$ cat config.mk
export PLATFORM = sky130hd
export DESIGN_NAME = pcie_ss_csr_lite_slv_flat
export DESIGN_NICKNAME = d
export VERILOG_FILES = /design/src/rtl/pcie_ss_csr_lite_pkg.sv /design/src/rtl/ofs_fim_axi_lite_if.sv /design/src/rtl/pcie_ss_csr_lite_hold.sv /design/src/rtl/pcie_ss_csr_lite_slv.sv /design/src/flat_wrapper.sv
export SDC_FILE = /design/constraint.sdc
export NUM_CORES = 1
export LEC_CHECK = 0
export CELL_PAD_IN_SITES_DETAIL_PLACEMENT = 1
export CELL_PAD_IN_SITES_GLOBAL_PLACEMENT = 1
export CORE_AREA = 2 2 140 142
export CTS_CLUSTER_DIAMETER = 100
export DETAILED_ROUTE_END_ITERATION = 12
export DIE_AREA = 0 0 142 144
export HOLD_SLACK_MARGIN = 0.12
export PLACE_DENSITY_LB_ADDON = 0.1
export SLEW_MARGIN = 20
export SYNTH_ARGS = -nofsm -noshare
export SYNTH_HDL_FRONTEND = slang
export SYNTH_HIERARCHICAL = 1
export SYNTH_SLANG_ARGS = --single-unit
$ cat constraint.sdc
create_clock -name clk -period 4.5 [get_ports clk]
set_input_delay 0.45 -clock clk [delete_from_list [all_inputs] [get_ports clk]]
set_output_delay 0.45 -clock clk [all_outputs]
set_load 0.02 [all_outputs]
$ cat src/rtl/pcie_ss_csr_lite_pkg.sv
// Shared types for the PCIe SS CSR AXI4-lite responder: response codes, FSM states, grant type.
package pcie_ss_csr_lite_pkg;

  typedef enum logic [1:0] {
    OKAY   = 2'b00,
    SLVERR = 2'b10,
    DECERR = 2'b11
  } resp_t;

  typedef enum logic [1:0] {
    IDLE,
    ACCESS,
    B_RESP,
    R_RESP
  } state_t;

  typedef enum logic {
    GNT_WR,
    GNT_RD
  } gnt_t;

endpackage

$ cat src/rtl/ofs_fim_axi_lite_if.sv
// AXI4-lite bundle used between the SS CSR master and its responders.
interface ofs_fim_axi_lite_if #(
  parameter int AWADDR_WIDTH = 20,
  parameter int WDATA_WIDTH  = 32,
  parameter int ARADDR_WIDTH = 20,
  parameter int RDATA_WIDTH  = 32
);
  logic                     awvalid;
  logic                     awready;
  logic [AWADDR_WIDTH-1:0]  awaddr;
  logic                     wvalid;
  logic                     wready;
  logic [WDATA_WIDTH-1:0]   wdata;
  logic [WDATA_WIDTH/8-1:0] wstrb;
  logic                     bvalid;
  logic                     bready;
  logic [1:0]               bresp;
  logic                     arvalid;
  logic                     arready;
  logic [ARADDR_WIDTH-1:0]  araddr;
  logic                     rvalid;
  logic                     rready;
  logic [RDATA_WIDTH-1:0]   rdata;
  logic [1:0]               rresp;

  modport slave (
    input  awvalid, awaddr, wvalid, wdata, wstrb, bready, arvalid, araddr, rready,
    output awready, wready, bvalid, bresp, arready, rvalid, rdata, rresp
  );

  modport master (
    output awvalid, awaddr, wvalid, wdata, wstrb, bready, arvalid, araddr, rready,
    input  awready, wready, bvalid, bresp, arready, rvalid, rdata, rresp
  );
endinterface

$ cat src/rtl/pcie_ss_csr_lite_hold.sv
// One-entry valid/ready holding register; ready is registered and low out of reset.
module pcie_ss_csr_lite_hold #(
  parameter int WIDTH = 32
) (
  input  logic             clk,
  input  logic             rst_n,
  input  logic             in_valid,
  input  logic [WIDTH-1:0] in_data,
  output logic             in_ready,
  input  logic             take,
  output logic             full,
  output logic [WIDTH-1:0] data
);

  logic accept;
  logic full_nxt;

  assign accept = in_valid & in_ready;

  // take only happens while full, when in_ready is already low, so it never races accept
  always_comb begin
    full_nxt = full | accept;
    if (take) full_nxt = 1'b0;
  end

  always_ff @(posedge clk or negedge rst_n) begin
    if (!rst_n) begin
      full     <= 1'b0;
      in_ready <= 1'b0;
      data     <= '0;
    end else begin
      full     <= full_nxt;
      in_ready <= ~full_nxt;
      if (accept) data <= in_data;
    end
  end

endmodule

$ cat src/rtl/pcie_ss_csr_lite_slv.sv
// AXI4-lite responder terminating CSR traffic onto a single-outstanding strobe/ack register bus.
module pcie_ss_csr_lite_slv
  import pcie_ss_csr_lite_pkg::*;
#(
  parameter int                    ADDR_WIDTH     = 20,
  parameter int                    DATA_WIDTH     = 32,
  parameter logic [ADDR_WIDTH-1:0] ADDR_LIMIT     = 20'h0_1000,
  parameter int unsigned           TIMEOUT_CYCLES = 256
) (
  input  logic                    clk,
  input  logic                    rst_n,
  ofs_fim_axi_lite_if.slave       csr_lite_if,
  output logic                    o_reg_wr,
  output logic                    o_reg_rd,
  output logic [ADDR_WIDTH-1:0]   o_reg_addr,
  output logic [DATA_WIDTH-1:0]   o_reg_wdata,
  output logic [DATA_WIDTH/8-1:0] o_reg_wstrb,
  input  logic                    i_reg_ack,
  input  logic [DATA_WIDTH-1:0]   i_reg_rdata,
  input  logic                    i_reg_err
);

  localparam int unsigned CNT_W = $clog2(TIMEOUT_CYCLES);
  localparam int          W_W   = DATA_WIDTH + DATA_WIDTH / 8;

  state_t state, state_nxt;
  gnt_t   rr_last;
  logic   acc_wr;
  logic [CNT_W-1:0] cnt;

  logic aw_ready, w_ready, ar_ready;
  logic aw_full, w_full, ar_full;
  logic [ADDR_WIDTH-1:0] aw_addr, ar_addr;
  logic [W_W-1:0]        w_held;

  logic wr_pend, rd_pend, gnt_wr, gnt_rd, dec_err, timeout;
  logic [ADDR_WIDTH-1:0] gnt_addr;

  resp_t bresp_q, rresp_q;
  logic [DATA_WIDTH-1:0] rdata_q;
  logic bvalid, rvalid;

  pcie_ss_csr_lite_hold #(.WIDTH(ADDR_WIDTH)) u_aw_hold (
    .clk(clk), .rst_n(rst_n),
    .in_valid(csr_lite_if.awvalid), .in_data(csr_lite_if.awaddr), .in_ready(aw_ready),
    .take(gnt_wr), .full(aw_full), .data(aw_addr)
  );

  pcie_ss_csr_lite_hold #(.WIDTH(W_W)) u_w_hold (
    .clk(clk), .rst_n(rst_n),
    .in_valid(csr_lite_if.wvalid), .in_data({csr_lite_if.wstrb, csr_lite_if.wdata}),
    .in_ready(w_ready),
    .take(gnt_wr), .full(w_full), .data(w_held)
  );

  pcie_ss_csr_lite_hold #(.WIDTH(ADDR_WIDTH)) u_ar_hold (
    .clk(clk), .rst_n(rst_n),
    .in_valid(csr_lite_if.arvalid), .in_data(csr_lite_if.araddr), .in_ready(ar_ready),
    .take(gnt_rd), .full(ar_full), .data(ar_addr)
  );

  // Round-robin: with both pending, the type not granted last wins
  always_comb begin
    wr_pend  = aw_full & w_full;
    rd_pend  = ar_full;
    gnt_rd   = (state == IDLE) & rd_pend & (~wr_pend | (rr_last == GNT_WR));
    gnt_wr   = (state == IDLE) & wr_pend & ~gnt_rd;
    gnt_addr = gnt_rd ? ar_addr : aw_addr;
    dec_err  = (gnt_addr >= ADDR_LIMIT) | (gnt_addr[1:0] != 2'b00);
    timeout  = (cnt == CNT_W'(TIMEOUT_CYCLES - 1));
  end

  always_ff @(posedge clk or negedge rst_n) begin
    if (!rst_n) state <= IDLE;
    else        state <= state_nxt;
  end

  always_comb begin
    state_nxt = state;
    unique case (state)
      IDLE: begin
        if (gnt_rd)      state_nxt = dec_err ? R_RESP : ACCESS;
        else if (gnt_wr) state_nxt = dec_err ? B_RESP : ACCESS;
      end
      ACCESS: if (i_reg_ack || timeout) state_nxt = acc_wr ? B_RESP : R_RESP;
      B_RESP: if (csr_lite_if.bready) state_nxt = IDLE;
      R_RESP: if (csr_lite_if.rready) state_nxt = IDLE;
      default: state_nxt = IDLE;
    endcase
  end

  always_comb begin
    bvalid = (state == B_RESP);
    rvalid = (state == R_RESP);
  end

  always_ff @(posedge clk or negedge rst_n) begin
    if (!rst_n) begin
      o_reg_wr    <= 1'b0;
      o_reg_rd    <= 1'b0;
      o_reg_addr  <= '0;
      o_reg_wdata <= '0;
      o_reg_wstrb <= '0;
      rr_last     <= GNT_WR;
      acc_wr      <= 1'b0;
      cnt         <= '0;
      bresp_q     <= OKAY;
      rresp_q     <= OKAY;
      rdata_q     <= '0;
    end else begin
      o_reg_wr <= gnt_wr & ~dec_err;
      o_reg_rd <= gnt_rd & ~dec_err;
      if (gnt_wr || gnt_rd) begin
        rr_last <= gnt_rd ? GNT_RD : GNT_WR;
        acc_wr  <= gnt_wr;
        cnt     <= '0;
        if (!dec_err) begin
          o_reg_addr <= gnt_addr;
          if (gnt_wr) begin
            o_reg_wdata <= w_held[DATA_WIDTH-1:0];
            o_reg_wstrb <= w_held[DATA_WIDTH +: DATA_WIDTH/8];
          end
        end else if (gnt_rd) begin
          rresp_q <= DECERR;
          rdata_q <= '0;
        end else begin
          bresp_q <= DECERR;
        end
      end else if (state == ACCESS) begin
        cnt <= cnt + 1'b1;
        if (i_reg_ack) begin
          if (acc_wr) bresp_q <= i_reg_err ? SLVERR : OKAY;
          else begin
            rresp_q <= i_reg_err ? SLVERR : OKAY;
            rdata_q <= i_reg_rdata;
          end
        end else if (timeout) begin
          if (acc_wr) bresp_q <= SLVERR;
          else begin
            rresp_q <= SLVERR;
            rdata_q <= '0;
          end
        end
      end
    end
  end

  assign csr_lite_if.awready = aw_ready;
  assign csr_lite_if.wready  = w_ready;
  assign csr_lite_if.arready = ar_ready;
  assign csr_lite_if.bvalid  = bvalid;
  assign csr_lite_if.bresp   = bresp_q;
  assign csr_lite_if.rvalid  = rvalid;
  assign csr_lite_if.rresp   = rresp_q;
  assign csr_lite_if.rdata   = rdata_q;

endmodule

$ cat src/flat_wrapper.sv
// flat-port wrapper written by rule: the top's interface ports become plain ports
module pcie_ss_csr_lite_slv_flat import pcie_ss_csr_lite_pkg::*;
#(
  parameter int                    ADDR_WIDTH     = 20,
  parameter int                    DATA_WIDTH     = 32,
  parameter logic [ADDR_WIDTH-1:0] ADDR_LIMIT     = 20'h0_1000,
  parameter int unsigned           TIMEOUT_CYCLES = 256
)
  (clk, rst_n, o_reg_wr, o_reg_rd, o_reg_addr, o_reg_wdata, o_reg_wstrb, i_reg_ack, i_reg_rdata, i_reg_err, csr_lite_if_awvalid, csr_lite_if_awaddr, csr_lite_if_wvalid, csr_lite_if_wdata, csr_lite_if_wstrb, csr_lite_if_bready, csr_lite_if_arvalid, csr_lite_if_araddr, csr_lite_if_rready, csr_lite_if_awready, csr_lite_if_wready, csr_lite_if_bvalid, csr_lite_if_bresp, csr_lite_if_arready, csr_lite_if_rvalid, csr_lite_if_rdata, csr_lite_if_rresp);
  ofs_fim_axi_lite_if #(.AWADDR_WIDTH(20), .WDATA_WIDTH(32), .ARADDR_WIDTH(20), .RDATA_WIDTH(32)) csr_lite_if_i ();
  input  logic clk;
  input  logic rst_n;
  output logic o_reg_wr;
  output logic o_reg_rd;
  output logic [ADDR_WIDTH-1:0] o_reg_addr;
  output logic [DATA_WIDTH-1:0] o_reg_wdata;
  output logic [DATA_WIDTH/8-1:0] o_reg_wstrb;
  input  logic i_reg_ack;
  input  logic [DATA_WIDTH-1:0] i_reg_rdata;
  input  logic i_reg_err;
  input wire logic [$bits(csr_lite_if_i.awvalid)-1:0] csr_lite_if_awvalid;
  input wire logic [$bits(csr_lite_if_i.awaddr)-1:0] csr_lite_if_awaddr;
  input wire logic [$bits(csr_lite_if_i.wvalid)-1:0] csr_lite_if_wvalid;
  input wire logic [$bits(csr_lite_if_i.wdata)-1:0] csr_lite_if_wdata;
  input wire logic [$bits(csr_lite_if_i.wstrb)-1:0] csr_lite_if_wstrb;
  input wire logic [$bits(csr_lite_if_i.bready)-1:0] csr_lite_if_bready;
  input wire logic [$bits(csr_lite_if_i.arvalid)-1:0] csr_lite_if_arvalid;
  input wire logic [$bits(csr_lite_if_i.araddr)-1:0] csr_lite_if_araddr;
  input wire logic [$bits(csr_lite_if_i.rready)-1:0] csr_lite_if_rready;
  output wire logic [$bits(csr_lite_if_i.awready)-1:0] csr_lite_if_awready;
  output wire logic [$bits(csr_lite_if_i.wready)-1:0] csr_lite_if_wready;
  output wire logic [$bits(csr_lite_if_i.bvalid)-1:0] csr_lite_if_bvalid;
  output wire logic [$bits(csr_lite_if_i.bresp)-1:0] csr_lite_if_bresp;
  output wire logic [$bits(csr_lite_if_i.arready)-1:0] csr_lite_if_arready;
  output wire logic [$bits(csr_lite_if_i.rvalid)-1:0] csr_lite_if_rvalid;
  output wire logic [$bits(csr_lite_if_i.rdata)-1:0] csr_lite_if_rdata;
  output wire logic [$bits(csr_lite_if_i.rresp)-1:0] csr_lite_if_rresp;
  assign csr_lite_if_i.awvalid = csr_lite_if_awvalid;
  assign csr_lite_if_i.awaddr = csr_lite_if_awaddr;
  assign csr_lite_if_i.wvalid = csr_lite_if_wvalid;
  assign csr_lite_if_i.wdata = csr_lite_if_wdata;
  assign csr_lite_if_i.wstrb = csr_lite_if_wstrb;
  assign csr_lite_if_i.bready = csr_lite_if_bready;
  assign csr_lite_if_i.arvalid = csr_lite_if_arvalid;
  assign csr_lite_if_i.araddr = csr_lite_if_araddr;
  assign csr_lite_if_i.rready = csr_lite_if_rready;
  assign csr_lite_if_awready = csr_lite_if_i.awready;
  assign csr_lite_if_wready = csr_lite_if_i.wready;
  assign csr_lite_if_bvalid = csr_lite_if_i.bvalid;
  assign csr_lite_if_bresp = csr_lite_if_i.bresp;
  assign csr_lite_if_arready = csr_lite_if_i.arready;
  assign csr_lite_if_rvalid = csr_lite_if_i.rvalid;
  assign csr_lite_if_rdata = csr_lite_if_i.rdata;
  assign csr_lite_if_rresp = csr_lite_if_i.rresp;
  pcie_ss_csr_lite_slv #(.ADDR_WIDTH(ADDR_WIDTH), .DATA_WIDTH(DATA_WIDTH), .ADDR_LIMIT(ADDR_LIMIT), .TIMEOUT_CYCLES(TIMEOUT_CYCLES)) u_core (.clk(clk), .rst_n(rst_n), .csr_lite_if(csr_lite_if_i), .o_reg_wr(o_reg_wr), .o_reg_rd(o_reg_rd), .o_reg_addr(o_reg_addr), .o_reg_wdata(o_reg_wdata), .o_reg_wstrb(o_reg_wstrb), .i_reg_ack(i_reg_ack), .i_reg_rdata(i_reg_rdata), .i_reg_err(i_reg_err));
endmodule
### Yosys cells after proc, flatten, opt, wreduce, memory -nomap -nowiden

Index checks and enable logic that the tools add are counted.

* order comparisons: 1
* multiplexer cells: 41
* multipliers: 0
* $add $sub $neg: 1
* shift operators: 0
* div/mod/pow operators: 0
* reductions and logical operators: 12
* equality and inequality tests: 12
* bitwise gates (word level): 22

Operators with widths (number)
* $mux 32: 8
* $mux 2: 24
* $ge 20x13->1 const B: 1
* $mux 20: 1
* $mux 8: 2
* $and 1x1->1: 10
* $reduce_and 5->1: 2
* $add 8x1->8 const B: 1
* $eq 8x8->1 const B: 1
* $ne 2x2->1 const B: 4
* $pmux 2 s4: 1
* $not 1->1: 7
* $ne 2x1->1 const B: 3
* $reduce_bool 2->1: 3
* $mux 1: 5
* $or 1x1->1: 5
* $eq 2x2->1 const B: 2
* $reduce_and 4->1: 1
* $ne 3x1->1 const B: 1
* $reduce_and 3->1: 1
* $reduce_bool 3->1: 1
* $eq 2x1->1 const B: 1
* $logic_not 2->1: 1
* $logic_or 1x1->1: 2
* $reduce_and 2->1: 1

* bits in writable memories: 0
* memories kept: 0
* register bits: 188
* ROM bits: 0
* latch bits: 0
* input bits: 117

### Logic depth before layout (Yosys ltp)

* depth after elaboration: 11
* mapped depth: 8
* gate-level depth less buffers: 6

### Hierarchy

Netlist, hierarchy kept.

By module, submodules not included
* pcie_ss_csr_lite_slv: instances 1, area each 4499.3 um^2, sequential area each 2652.5 um^2, cells each 351
* pcie_ss_csr_lite_hold (u_core.u_ar_hold ...): instances 2, area each 894.6 um^2, sequential area each 550.5 um^2, cells each 48
* pcie_ss_csr_lite_hold (u_core.u_w_hold): instances 1, area each 1555.2 um^2, sequential area each 950.9 um^2, cells each 81

### Worst setup path after synthesis

OpenSTA, ideal clock, no wires.

* path kind: reg-to-reg
* start point: register u_core.u_aw_hold.data[0]
* end point: register u_core.o_reg_wdata[10]
* path slack: 2621 ps
* path buffers: 1
* arrival: 1752 ps
* period minus slack after synthesis: 1879 ps
* setup time: 127 ps
* stages on the path, launching flop included: 6
* cells stage by stage: dfrtp_1 -> nor4_4 -> nand4_2 -> nor3_4 -> buf_6 -> mux2_1

* word-level cells in the longest chain between the ends: 5

Ends and longest elaborated chain
* start, declared: RTL line pcie_ss_csr_lite_hold.sv:12 `output logic [WIDTH-1:0] data`
* start signal, assigned: RTL line pcie_ss_csr_lite_hold.sv:34 `if (accept) data <= in_data;`
* $mux 20 (*): RTL line pcie_ss_csr_lite_slv.sv:68 `gnt_addr = gnt_rd ? ar_addr : aw_addr;`
* $ge 20x13->1 / $reduce_bool 2->1 (equally long branches): RTL line pcie_ss_csr_lite_slv.sv:69 `dec_err = (gnt_addr >= ADDR_LIMIT) | (gnt_addr[1:0] != 2'b00);`
* $or 1x1->1 (*): RTL line pcie_ss_csr_lite_slv.sv:69
* $not 1->1 (*)
* $reduce_and 3->1 (no line) (*)
* end signal, assigned: RTL line pcie_ss_csr_lite_slv.sv:120 `o_reg_wdata <= w_held[DATA_WIDTH-1:0];`
* end, declared: RTL line pcie_ss_csr_lite_slv.sv:16 `output logic [DATA_WIDTH-1:0] o_reg_wdata,`

Mark *: on every way between the ends. The rest lies on a longest branch, timed or not.
A chain may end at the register's enable or synchronous reset.

### Worst setup path in the final report

* start point: register u_core.state[0]
* end point: register u_core.rresp_q[1], in the netlist u_core/csr_lite_if.rresp[1]

* word-level cells in the longest chain between the ends: 8

Ends and longest elaborated chain
* start, declared: RTL line pcie_ss_csr_lite_slv.sv:26 `state_t state, state_nxt;`
* start signal, assigned: RTL line pcie_ss_csr_lite_slv.sv:75 `else state <= state_nxt;`
* $logic_not 2->1 (*): RTL line pcie_ss_csr_lite_slv.sv:66 `gnt_rd = (state == IDLE) & rd_pend & (~wr_pend | (rr_last == GNT_WR));`
* $and 1x1->1 (*) (2 in series): RTL line pcie_ss_csr_lite_slv.sv:66
* via u_core.gnt_rd: RTL line pcie_ss_csr_lite_slv.sv:36 `logic wr_pend, rd_pend, gnt_wr, gnt_rd, dec_err, timeout;`
* $mux 20 / $not 1->1 (equally long branches): RTL line pcie_ss_csr_lite_slv.sv:68, pcie_ss_csr_lite_slv.sv:67
* $ge 20x13->1 (tied with other cells): RTL line pcie_ss_csr_lite_slv.sv:69
* $or 1x1->1 / $logic_or 1x1->1 (equally long branches): RTL line pcie_ss_csr_lite_slv.sv:69, pcie_ss_csr_lite_slv.sv:113
* $ne 2x1->1 (no line) (tied with other cells)
* $reduce_and 5->1 (no line)
* end signal, assigned: RTL line pcie_ss_csr_lite_slv.sv:134 `rresp_q <= i_reg_err ? SLVERR : OKAY;`
* end, declared: RTL line pcie_ss_csr_lite_slv.sv:39 `resp_t bresp_q, rresp_q;`

The timed path passes the listed nets; every way through them passes the cells marked *.

==> results_dict.tcl <==
set metrics [dict create \
    syn_to_final_growth_pct 36.0 \
    fillers 1879 \
    clkTransAtPathRegs_ps 80 \
    status "completed" \
    end_kind "register" \
    max_freq_mhz 390 \
    hpwlAfterDp_um 13400 \
    gr-usage-met1_pct 24.9 \
    fin_crit_sh_pct 57.0 \
    r2r_start "u_core/state[0]" \
    setup_viol 0 \
    ys_types 54 \
    first_pass_iters 6 \
    reg2reg_slack_ps 1940 \
    cp_cell_sequence "nor2_2 -> nand3_2 -> inv_2 -> a22o_4 -> o21ai_4 -> a2bb2oi_1" \
    stdcell_area_um2 10700 \
    tightest_slew_ps 951 \
    place_ws_ps 1910 \
    io_pins 216 \
    cts_tree "done" \
    fin_crit_ps 2560 \
    wirelength_um 19700 \
    grt_usage_pct 19.4 \
    ys_warn_count 6 \
    finish.utilization_pct 55.9 \
    maxSlewHeadroom_pct 36.3 \
    startpoint_type "register" \
    clock_path_buffers 2 \
    clk_latency_ps 430 \
    post_drt_wl_per_cell_um 19.9 \
    grtUsageMet3_pct 4.17 \
    final_common_cell "clkdlybuf4s50_1" \
    synth.cell_area_um2 7840 \
    die_x_um 142 \
    grt_pass1_vias 5524 \
    cts_buffers 17 \
    cts_setup_buffers 0 \
    fp.dieArea_um2 20400 \
    reg2reg_to "u_core/csr_lite_if.rresp[1]" \
    grt_pass1_wl_um 30500 \
    antenna_found_initial 1 \
    worstSetupPathType "register to register" \
    finalWeightedCongestion 0.757 \
    final_cell_mix "214 x clkdlybuf4s50_1, 188 x dfrtp_1, 70 x mux2_4" \
    final_nets 855 \
    finalWorstSetupSlack_ps 1940 \
    drc 0 \
    worstPathRequired_ps 4770 \
    via_per_inst 5.07 \
    grt_overflow 0 \
    ys_ff_latch 188 \
    syn_nets 646 \
    drtIter0Drc 182 \
    cts.htree.levels 4 \
    ctsHoldBuffers 0 \
    grt_busiest_layer "met2" \
    hp-class "primary input to async pin" \
    grt_max_degree 116 \
    cts_root_buf "clkbuf_16" \
    core-area_um2 19100 \
    cap_violations 0 \
    use_met2_pct 32.9 \
    cp_data_arrival_time_ps 2830 \
    dpl_cell_area_um2 10100 \
    p_total_w 0.00686 \
    rsz0062_at_grt "false" \
    fp.dieH_um 144 \
    critPathMaxStageDelay_ps 750 \
    yosysSeqAreaShare_pct 60.0 \
    vias 5011 \
    postCtsResizedCells 0 \
    peakVddDrop_uv 326 \
    path_max_fanout 34 \
    startpoint "u_core/state[0]" \
    cts.sinks 188 \
    fin_tns_setup_ps 0 \
    power_density_nw_per_um2 643 \
    synth_area_per_cell_um2 14.9 \
    ant_nets 0 \
    rows 51 \
    p_leak_nw 4.89 \
    clock-skew-final_ps 12.5 \
    cp_slowest_cell "o21ai_4" \
    numPortBuffers 215 \
    drive_gt1_share_pct 19.5 \
    initial_core_util_pct 41.1 \
    syn_inst 528 \
    slew_viol_final 0 \
    reg2reg_depth 6 \
    finalHoldViolCount 0 \
]
## worst max-delay path, delay by kind of cell, from the launching register on
kind	cells	cell delay, ps
AO/OA/AOI/OAI	3	1180
buffers and inverters	1	170
flip-flops	1	540
AND/OR/NAND/NOR	2	500
## worst max path at each step
stage	to	cells past startpoint
floorplan	u_core/o_reg_wdata[10]	5
global placement	u_core/csr_lite_if.rresp[1]	6
detailed placement	u_core/csr_lite_if.rdata[9]	5
CTS	u_core/csr_lite_if.rdata[19]	5
global route	u_core/csr_lite_if.rresp[1]	6
finish	u_core/csr_lite_if.rresp[1]	6
## registers in the layout (all words and copies together), names as in the netlist, 2 cells and up
name / flops
u_core/cnt: 8
u_core/csr_lite_if.bresp: 2
u_core/csr_lite_if.rdata: 32
u_core/csr_lite_if.rresp: 2
u_core/o_reg_addr: 20
u_core/o_reg_wdata: 32
u_core/o_reg_wstrb: 4
u_core/state: 2
u_core/u_ar_hold/data: 20
u_core/u_aw_hold/data: 20
u_core/u_w_hold/data: 36
## synth_stat cells (all sizes together)
master | instances | area share (%)
dfrtp | 188 | 60
mux2 | 112 | 19
nand3 | 37 | 2.4
o2bb2ai | 32 | 3.8
buf | 23 | 2.8
nand2 | 22 | 1.2
nor2 | 20 | 1.1
and2 | 12 | 0.96
mux2i | 12 | 1.5
o21ai | 12 | 0.91
clkbuf | 7 | 0.34
a21oi | 6 | 0.38
xor2 | 5 | 0.56
inv | 4 | 0.19
or2 | 4 | 0.35
a22o | 3 | 0.45
and4 | 3 | 0.34
nor2b | 3 | 0.24
nor4 | 3 | 0.43
nand2b | 2 | 0.26
nand4 | 2 | 0.24
nor3 | 2 | 0.34
xnor2 | 2 | 0.22
a211oi | 1 | 0.26
a21boi | 1 | 0.096
a21o | 1 | 0.096
a2bb2oi | 1 | 0.11
a32oi | 1 | 0.11
a41oi | 1 | 0.11
and3 | 1 | 0.080
ha | 1 | 0.16
o211ai | 1 | 0.096
o21bai | 1 | 0.096
o2bb2a | 1 | 0.26
or3 | 1 | 0.080
## cell type report
type                       count  area [µm²]  area share (%)
clock buffer                  19         443            4.15
multi-input combinational    306        2880            27.0
clock inverter                13         134            1.25
timing repair buffer         220        2190            20.6
antenna                        1        2.50          0.0235
tap                          238         298            2.79
inverter                       4        15.0           0.141
sequential                   188        4700            44.1
## stage by stage
step	hold WS, ps	std cells
2_1_floorplan	154	528
3_3_place_gp	466	956
3_5_place_dp	469	956
4_1_cts	176	988
5_1_grt	195	989
6_report	132	989
## report_power, final
group / internal [W] / switching (W) / total [W] / leakage (nW)
combinational: 0.00139 / 0.00129 / 0.00268 / 2.21
sequential: 0.00231 / 0.000408 / 0.00271 / 2.40
clock: 0.000795 / 0.000679 / 0.00147 / 0.279
## per-layer routing
layer | up-vias | routed length (µm)
li1 | 2294 | -
met1 | 2559 | 8600
met2 | 139 | 9900
met3 | 19 | 869
met4 | 0 | 302
met5 | - | 0
## cells by family (layout without fill, tap and decap cells)
| kind of cell | Yosys count | count (layout) | share of synthesized area (%) |
|---|---|---|---|
| adders and majority gates | 1 | 1 | 0.159 |
| muxes | 124 | 124 | 21.0 |
| other | 0 | 1 | 0 |
| buffers and inverters | 34 | 256 | 3.35 |
| and+or+nand+nor | 112 | 112 | 7.99 |
| AOI/OAI and AO/OA | 62 | 62 | 6.78 |
| xor gates and xnor gates | 7 | 7 | 0.782 |
| DFF | 188 | 188 | 60.0 |
Note: power is estimated with default switching activity, not from simulation.
